### src/rtl/eqed_pkg.sv
// Shared types and constants for the E-QED injection/capture harness.
package eqed_pkg;

  typedef enum logic [1:0] {IDLE, RUN, DONE} eqed_state_t;

  localparam int         MISR_SEED = 1;
  localparam logic [5:0] DEF_POLY  = 6'h03;

endpackage

### src/rtl/eqed_misr.sv
// Multiple-input signature register: shift-left Galois feedback with zero-extended data folded in.
module eqed_misr
  import eqed_pkg::*;
#(
  parameter int             W    = 6,
  parameter int             DW   = 2,
  parameter logic [W-1:0]   POLY = W'(DEF_POLY)
) (
  input  logic          clk,
  input  logic          rst,
  input  logic          clear,
  input  logic          en,
  input  logic [DW-1:0] d,
  output logic [W-1:0]  sig
);

  logic [W-1:0] sig_q;
  logic [W-1:0] sig_d;
  logic [W-1:0] d_ext;

  always_comb begin
    d_ext         = '0;
    d_ext[DW-1:0] = d;
    sig_d = {sig_q[W-2:0], 1'b0} ^ (sig_q[W-1] ? POLY : '0) ^ d_ext;
  end

  always_ff @(posedge clk or negedge rst) begin
    if (!rst) begin
      sig_q <= W'(MISR_SEED);
    end else if (clear) begin
      sig_q <= W'(MISR_SEED);
    end else if (en) begin
      sig_q <= sig_d;
    end
  end

  assign sig = sig_q;

endmodule

### src/rtl/eqed_inject_ctrl.sv
// E-QED harness controller: run FSM, cycle counter, one-shot single-FF flip decoder and
// input/output signature capture with on-chip compare against expected signatures.
module eqed_inject_ctrl
  import eqed_pkg::*;
#(
  parameter int                NUM_FF = 8,
  parameter int                SEL_W  = 4,
  parameter int                CNT_W  = 10,
  parameter int                IN_W   = 2,
  parameter int                OUT_W  = 3,
  parameter int                MISR_W = 6,
  parameter logic [MISR_W-1:0] POLY   = MISR_W'(DEF_POLY)
) (
  input  logic              clk,
  input  logic              rst,
  input  logic              start,
  input  logic [SEL_W-1:0]  inj_sel,
  input  logic [CNT_W-1:0]  inj_cycle,
  input  logic [CNT_W-1:0]  window,
  input  logic [MISR_W-1:0] exp_in_sig,
  input  logic [MISR_W-1:0] exp_out_sig,
  input  logic [IN_W-1:0]   in_data,
  input  logic [OUT_W-1:0]  out_data,
  output logic [NUM_FF-1:0] inj_onehot,
  output logic              injected,
  output logic              busy,
  output logic              done,
  output logic              match,
  output logic [CNT_W-1:0]  cycle_count,
  output logic [MISR_W-1:0] in_sig,
  output logic [MISR_W-1:0] out_sig
);

  localparam logic [SEL_W-1:0] NUM_FF_SEL = SEL_W'(NUM_FF);

  eqed_state_t         state_q, state_d;
  logic [CNT_W-1:0]    cycle_q;
  logic                injected_q;
  logic [SEL_W-1:0]    sel_q;
  logic [CNT_W-1:0]    icyc_q;
  logic [CNT_W-1:0]    win_q;
  logic [MISR_W-1:0]   exp_in_q;
  logic [MISR_W-1:0]   exp_out_q;
  logic                load;
  logic                run_en;

  // Start is only honoured outside RUN, so a start coinciding with the final edge waits for DONE.
  always_comb begin
    state_d = state_q;
    load    = 1'b0;
    case (state_q)
      IDLE, DONE: begin
        if (start) begin
          load    = 1'b1;
          state_d = (window == '0) ? DONE : RUN;
        end
      end
      RUN: begin
        if (cycle_q == win_q) state_d = DONE;
      end
      default: state_d = IDLE;
    endcase
  end

  assign run_en = (state_q == RUN);

  always_comb begin
    inj_onehot = '0;
    if (run_en && !injected_q && (cycle_q == icyc_q) && (sel_q < NUM_FF_SEL)) begin
      inj_onehot = NUM_FF'(1) << sel_q;
    end
  end

  always_ff @(posedge clk or negedge rst) begin
    if (!rst) begin
      state_q    <= IDLE;
      cycle_q    <= CNT_W'(1);
      injected_q <= 1'b0;
      sel_q      <= '0;
      icyc_q     <= '0;
      win_q      <= '0;
      exp_in_q   <= '0;
      exp_out_q  <= '0;
    end else begin
      state_q <= state_d;
      if (load) begin
        cycle_q    <= CNT_W'(1);
        injected_q <= 1'b0;
        sel_q      <= inj_sel;
        icyc_q     <= inj_cycle;
        win_q      <= window;
        exp_in_q   <= exp_in_sig;
        exp_out_q  <= exp_out_sig;
      end else if (run_en) begin
        if (cycle_q != '1) cycle_q <= cycle_q + CNT_W'(1);
        injected_q <= injected_q | (|inj_onehot);
      end
    end
  end

  eqed_misr #(.W(MISR_W), .DW(IN_W), .POLY(POLY)) u_in_misr (
    .clk   (clk),
    .rst   (rst),
    .clear (load),
    .en    (run_en),
    .d     (in_data),
    .sig   (in_sig)
  );

  eqed_misr #(.W(MISR_W), .DW(OUT_W), .POLY(POLY)) u_out_misr (
    .clk   (clk),
    .rst   (rst),
    .clear (load),
    .en    (run_en),
    .d     (out_data),
    .sig   (out_sig)
  );

  assign injected    = injected_q;
  assign busy        = run_en;
  assign done        = (state_q == DONE);
  assign match       = done && (in_sig == exp_in_q) && (out_sig == exp_out_q);
  assign cycle_count = cycle_q;

endmodule

### config.mk
export PLATFORM = sky130hd
export DESIGN_NAME = eqed_inject_ctrl
export DESIGN_NICKNAME = d
export VERILOG_FILES = /design/src/rtl/eqed_pkg.sv /design/src/rtl/eqed_misr.sv /design/src/rtl/eqed_inject_ctrl.sv
export SDC_FILE = /design/constraint.sdc
export NUM_CORES = 1
export LEC_CHECK = 0
export CAP_MARGIN = 20
export CORE_MARGIN = 1.5
export CORE_UTILIZATION = 45
export CTS_BUF_LIST = sky130_fd_sc_hd__clkbuf_16
export DETAILED_ROUTE_END_ITERATION = 8
export PLACE_DENSITY = 0.81
export SLEW_MARGIN = 20
export SYNTH_ARGS = -nofsm -noshare
export SYNTH_HDL_FRONTEND = slang
export SYNTH_SLANG_ARGS = --single-unit
### constraint.sdc
create_clock -name clk -period 4.9 [get_ports clk]
set_input_delay 0.98 -clock clk [delete_from_list [all_inputs] [get_ports clk]]
set_output_delay 0.98 -clock clk [all_outputs]
set_load 0.01 [all_outputs]
Yosys cells after proc, flatten, opt, wreduce, memory -nomap -nowiden
Index checks and enable logic that the tools add are counted.

storage, ports and cells
  register bits = 61
  input port bits = 44
  output and inout port bits = 34
  logic and storage cells = 59

cells by class
  add/sub/neg operators = 1
  order comparisons = 1
  equal/unequal tests = 9
  shift-type cells = 1
  multiplexer cells = 18
  bitwise logic cells = 5
  reductions and logical operators = 14

operators by type and width
  operator                                                                 number
  10-bit two-way mux                                                       3
  6-bit two-way mux                                                        4
  10-bit equality test                                                     2
  6-bit equality test                                                      2
  6-bit XOR                                                                2
  10-bit by 1-bit adder with 10-bit output, second input constant          1
  10-bit logical NOT                                                       1
  2-bit two-way mux                                                        5
  10-bit inequality test, second input constant                            1
  8-bit two-way mux                                                        1
  8-bit OR reduction                                                       1
  1-bit by 4-bit << shifter with 8-bit output, first input constant        1
  6-bit by 2-bit XOR with 6-bit output                                     1
  6-bit by 3-bit XOR with 6-bit output                                     1
  1-bit logical AND                                                        5
  4-bit less-than comparator, second input constant                        1
  1-bit two-way mux                                                        4
  2-bit case mux with 2 select lines                                       1
  2-bit AND reduction                                                      2
  2-bit nonzero test                                                       2
  2-bit by 1-bit equality test with 1-bit output, second input constant    1
  2-bit equality test, second input constant                               1
  2-bit logical NOT                                                        1
  2-bit by 1-bit inequality test with 1-bit output, second input constant  1
  other kinds (4)                                                          4

Depth between registers and ports, before layout
  word-level depth = 9
  depth in mapped cells = 6
  gate-level depth less buffers = 5

Cells and area by module
From an unflattened synthesis, not the netlist that was laid out.

unflattened totals
  cell total of the unflattened synthesis = 327
  area total of the unflattened synthesis = 3057.9 um2

by module, submodules not included
  module                  times used  cells each  area an instance (um2)  seq. area each (um2)
  eqed_inject_ctrl        1           282         2506.2                  1227.4
  eqed_misr (u_out_misr)  1           23          279.0                   151.4
  eqed_misr (u_in_misr)   1           22          272.8                   151.4

Least setup slack after synthesis
OpenSTA, ideal clock, no wires.

  path type = register -> output
  start point = reg cycle_q[3] (netlist: cycle_count[3])
  end point = out inj_onehot[1]
  data arrival time = 1.731 ns
  required time = 3.920 ns
  slack = 2.189 ns
  cell stages (with the launch flop) = 6
  buffers on the path = 1
  cells stage by stage = dfrtp_1 -> buf_2 -> xor2_1 -> nor4_1 -> nand4_1 -> nor4b_1

on the way
  cells in the longest elaborated chain, start to end = 4

RTL lines
  element                         line                    text
  start, declared                 eqed_inject_ctrl.sv:37  logic [CNT_W-1:0] cycle_q;
  start signal, assigned          eqed_inject_ctrl.sv:95  if (cycle_q != '1) cycle_q <= cycle_q + CNT_W'(1);
  10-bit equality test            eqed_inject_ctrl.sv:69  if (run_en && !injected_q && (cycle_q == icyc_q) && (sel_q < NUM_FF_SEL)) begin
  1-bit logical AND (2 in a row)  eqed_inject_ctrl.sv:69
  8-bit two-way mux               eqed_inject_ctrl.sv:69
  end, declared                   eqed_inject_ctrl.sv:24  output logic [NUM_FF-1:0] inj_onehot,

Every way passes these cells.

Worst setup path after layout
  start point = reg cycle_q[3] (netlist: cycle_count[3])
  end point = out inj_onehot[5]

Same word-level chain as after synthesis.

==> impl.org <==
** Drt
- Total number of vias :: 2606
- The final layout contains routed wiring with a total length of 7.66 mm.
- Wire per inst :: 15.9 µm
- The first TritonRoute pass finished after 5 iterations.
- Antenna viol nets, final :: 0
- Violation count after the first detailed-routing iteration :: 202
- For this run, design rule violations remaining after detail routing come to 0.
- Routed vias/inst :: 5.41

** Flow run
- Across the run, the number of max-cap violations was 0.

** Clock network
- The clock net in this run drives a total of 61 sinks.
- TritonCTS built the clock tree.
- Once the clock tree was built, the resizer swapped 0 gates to a different size.
- Hold buffer count at CTS :: 0
- H-tree Lvls :: 3
- Clock slew at reported path FFs :: 0.05 ns
- Worst skew pair latency :: 0.33 ns
- Clock tree synthesis selected as its root buffer the cell clkbuf_16.
- The clock passes through at most 2 buffers.
- The number of setup buffers added after CTS is 0.
- The number of clock buffers added by TritonCTS is 9.

** Logic synthesis
- Cell with the most instances after synthesis :: nand2_1
- The cell area that synthesis handed to floorplanning was 2970 µm².
- By area the synthesized netlist is led by dfrtp_1, nand2_1, xnor2_1, xor2_1, dfstp_2.
- The average instance in the mapped netlist occupies 9.10 µm².
- Synthesis produced a netlist whose cell count is 326.
- Among all flip-flop cells after synthesis, the most frequent one is dfrtp_1.
- Counting flops with a built-in enable in the synthesized netlist gives 0.
- When the netlist entered floorplanning its net count stood at 371.
- Register area share after synthesis :: 51.6%
- During synthesis, Yosys emitted a total of 0 warnings.
- Number of synthesized register bits :: 61
- Share of Yosys cell area claimed by the top area cell type :: 48.9%
- Largest area contributor in the synthesized netlist :: dfrtp_1
- Proportion of synthesized flip-flops having asynchronous set or reset :: 100%
- Counting instances in the post-synthesis netlist gives the leading cell types as nand2_1, dfrtp_1, xnor2_1, xor2_1, clkbuf_1.
- Synth unique cells :: 39

** Global routing
- The number of antenna violations at the first check in global routing is 0.
- The number of global-route vias before repair came to 2523.
- Entering global routing, the biggest net connects 62 pins.
- Global routing used 23.2% of the available tracks.
- GR Overflow Total :: 0
- Wire length of the first global-routing pass :: 12.8 mm

** Placement
- Summed over all nets, the half-perimeter wirelength after detailed placement is 5.21 mm.
- Final weighted congestion in routability-driven placement :: 0.860
- Cells after DPL :: 466
- Worst slack at placement :: 1.57 ns
- Port-buffer cells :: 77

** Finish
- Measured on the finished design, the core utilization comes to 65.0%.
- Ant diodes :: 0
- The post-route netlist has 6.91% of its cells at a drive strength greater than 1.
- Sequential cell area :: 1530 µm²
- Filler cells :: 482
- Area of the multi-input gates :: 1360 µm²
- In the final design database the tool counted 445 nets.
- From synthesis to final layout, the design area changed by 39.2%.
- Non-filler instance count after layout :: 482

** STA
- The count of endpoints failing hold in the final timing report is 0.
- The count of pins over their slew limit came to 0.
- Clock skew on the completed layout was measured at 0.00479 ns.
- Setup total negative slack :: 0 ns
- Setup repair after global routing missed its margin :: no
- Headroom to the max-slew limit came out at 46.7%.
- Final Cycle Share :: 75.5%
- At the pin with the least slew margin, the transition time is 0.796 ns.
- Number of endpoints failing setup at the final stage :: 0
- Upper clock frequency limit :: 270 MHz
- Final period demand of the worst path :: 3.70 ns
- In the post-route analysis, the smallest setup slack over all paths is 1.20 ns.

** Floorplanning
- Row generation in the floorplan step produced 29 rows.
- Initial Utilization :: 46.7%
- Die area :: 7090 µm²
- Pin placement for this block handled 78 I/O pins.
- Overall die width :: 84.2 µm
- Die height :: 84.2 µm
- CORE AREA :: 6350 µm²

** Setup path
- Cell at the slowest stage of the critical path :: clkdlybuf4s50_1
- Critical path endpoint category :: output pin
- Highest fanout seen on the critical path :: 9
- Startpoint kind of the worst setup timing path :: flop
- Critical-path cell list :: xor2_1 -> nor4_1 -> nand4_1 -> nor4b_1 -> clkdlybuf4s50_1
- Max stage delay on crit path :: 0.62 ns
- In this design, the largest share of critical-path delay is due to simple AND/OR/NAND/NOR gates.
- At the worst endpoint, the arrival time is 2.72 ns.
- Required time of the critical path :: 3.92 ns
- The number of buffers and inverters on the critical path is 1.
- The critical path is of the reg -> out type.

** Power
- In this run the power density over the cells is 667 nW/µm².
- Static leakage power :: 1.82 nW
- Worst-case vdd ir drop :: 0.376 mV

** Outcome
- The run finished with clean final reports.

** Worst hold path
- The path class of the tightest hold or removal check is reg -> reg.
-- cells by family (layout without fill, tap and decap cells) --
family / Yosys count / in the layout / share of synthesized area (%)
compound gates: 32 / 32 / 7.47
xor+xnor: 39 / 39 / 11.5
fa+ha+maj: 1 / 1 / 0.422
buf+inv: 22 / 101 / 2.91
flops: 61 / 61 / 51.6
mux: 1 / 1 / 0.337
simple gates: 170 / 170 / 25.8
-- worst min-delay path: cells and delay by family, from the launching register on --
family / cells / cell delay, ns
DFF: 1 / 0.35
and+or+nand+nor: 2 / 0.12
-- through the flow --
stage | cell area, µm² | power (mW) | hold slack (ns)
global placement | 3790 | 1.98 | 0.474
CTS | 4130 | 2.77 | 0.498
finish | 4130 | 2.75 | 0.491
global route | 4130 | 2.93 | 0.515
detailed placement | 3790 | 2.02 | 0.484
floorplan | 2970 | 1.61 | 0.446
-- path summary, 6_finish.rpt --
path	startpoint	end	slack, ns	cells after the start
worst max-delay path	cycle_count[3]	inj_onehot[5]	1.20	5
worst min-delay path	sel_q[3]	sel_q[3]	0.49	2
worst max register to register	state_q[0]	cycle_count[5]	2.85	4
worst min register to register	sel_q[3]	sel_q[3]	0.49	2
max in group asynchronous	rst	cycle_count[9]	3.59	2
min in group asynchronous	rst	icyc_q[2]	0.79	2
-- power breakdown --
part	switching, mW	internal, mW	total, mW
combinational	0.481	0.517	0.998
clock	0.223	0.494	0.717
sequential	0.288	0.748	1.04
-- registers in the layout, summed over array words and instances, names as in the netlist --
signal and count:
injected 1, u_out_misr.sig 6, sel_q 4, exp_in_q 6
exp_out_q 6, icyc_q 10, cycle_count 10, win_q 10
state_q 2, u_in_misr.sig 6
-- per-layer routing --
metal | global-route usage, % | vias to the layer above | part of all wire (%)
met1 | 31.8 | 1260 | 44
met2 | 36.2 | 91 | 49
met3 | 6.49 | 12 | 6.0
met5 | 0 | - | 0
met4 | 6.56 | 0 | 1.3
li1 | - | 1243 | -
-- cells in the final DEF, fill, tap and decap left out, types with 8 or more instances in the layout --
| cell | count |
|---|---|
| clkdlybuf4s50_1 | 76 |
| a22o_1 | 8 |
| dfrtp_1 | 58 |
| xnor2_1 | 25 |
| nor4_1 | 10 |
| xor2_1 | 14 |
| clkbuf_16 | 9 |
| o21ai_0 | 8 |
| nand2_1 | 117 |
| nor3_1 | 10 |
-- layout make-up --
cell class,count,area share (%)
multi-input cells,243,32.9
flip-flops and latches,61,37.1
well taps,77,2.33
clock buffers,9,5.45
inverters,5,0.455
clock inverters,7,2.73
repair buffers,80,19.1
No activity file was read; power rests on OpenSTA's default activity.
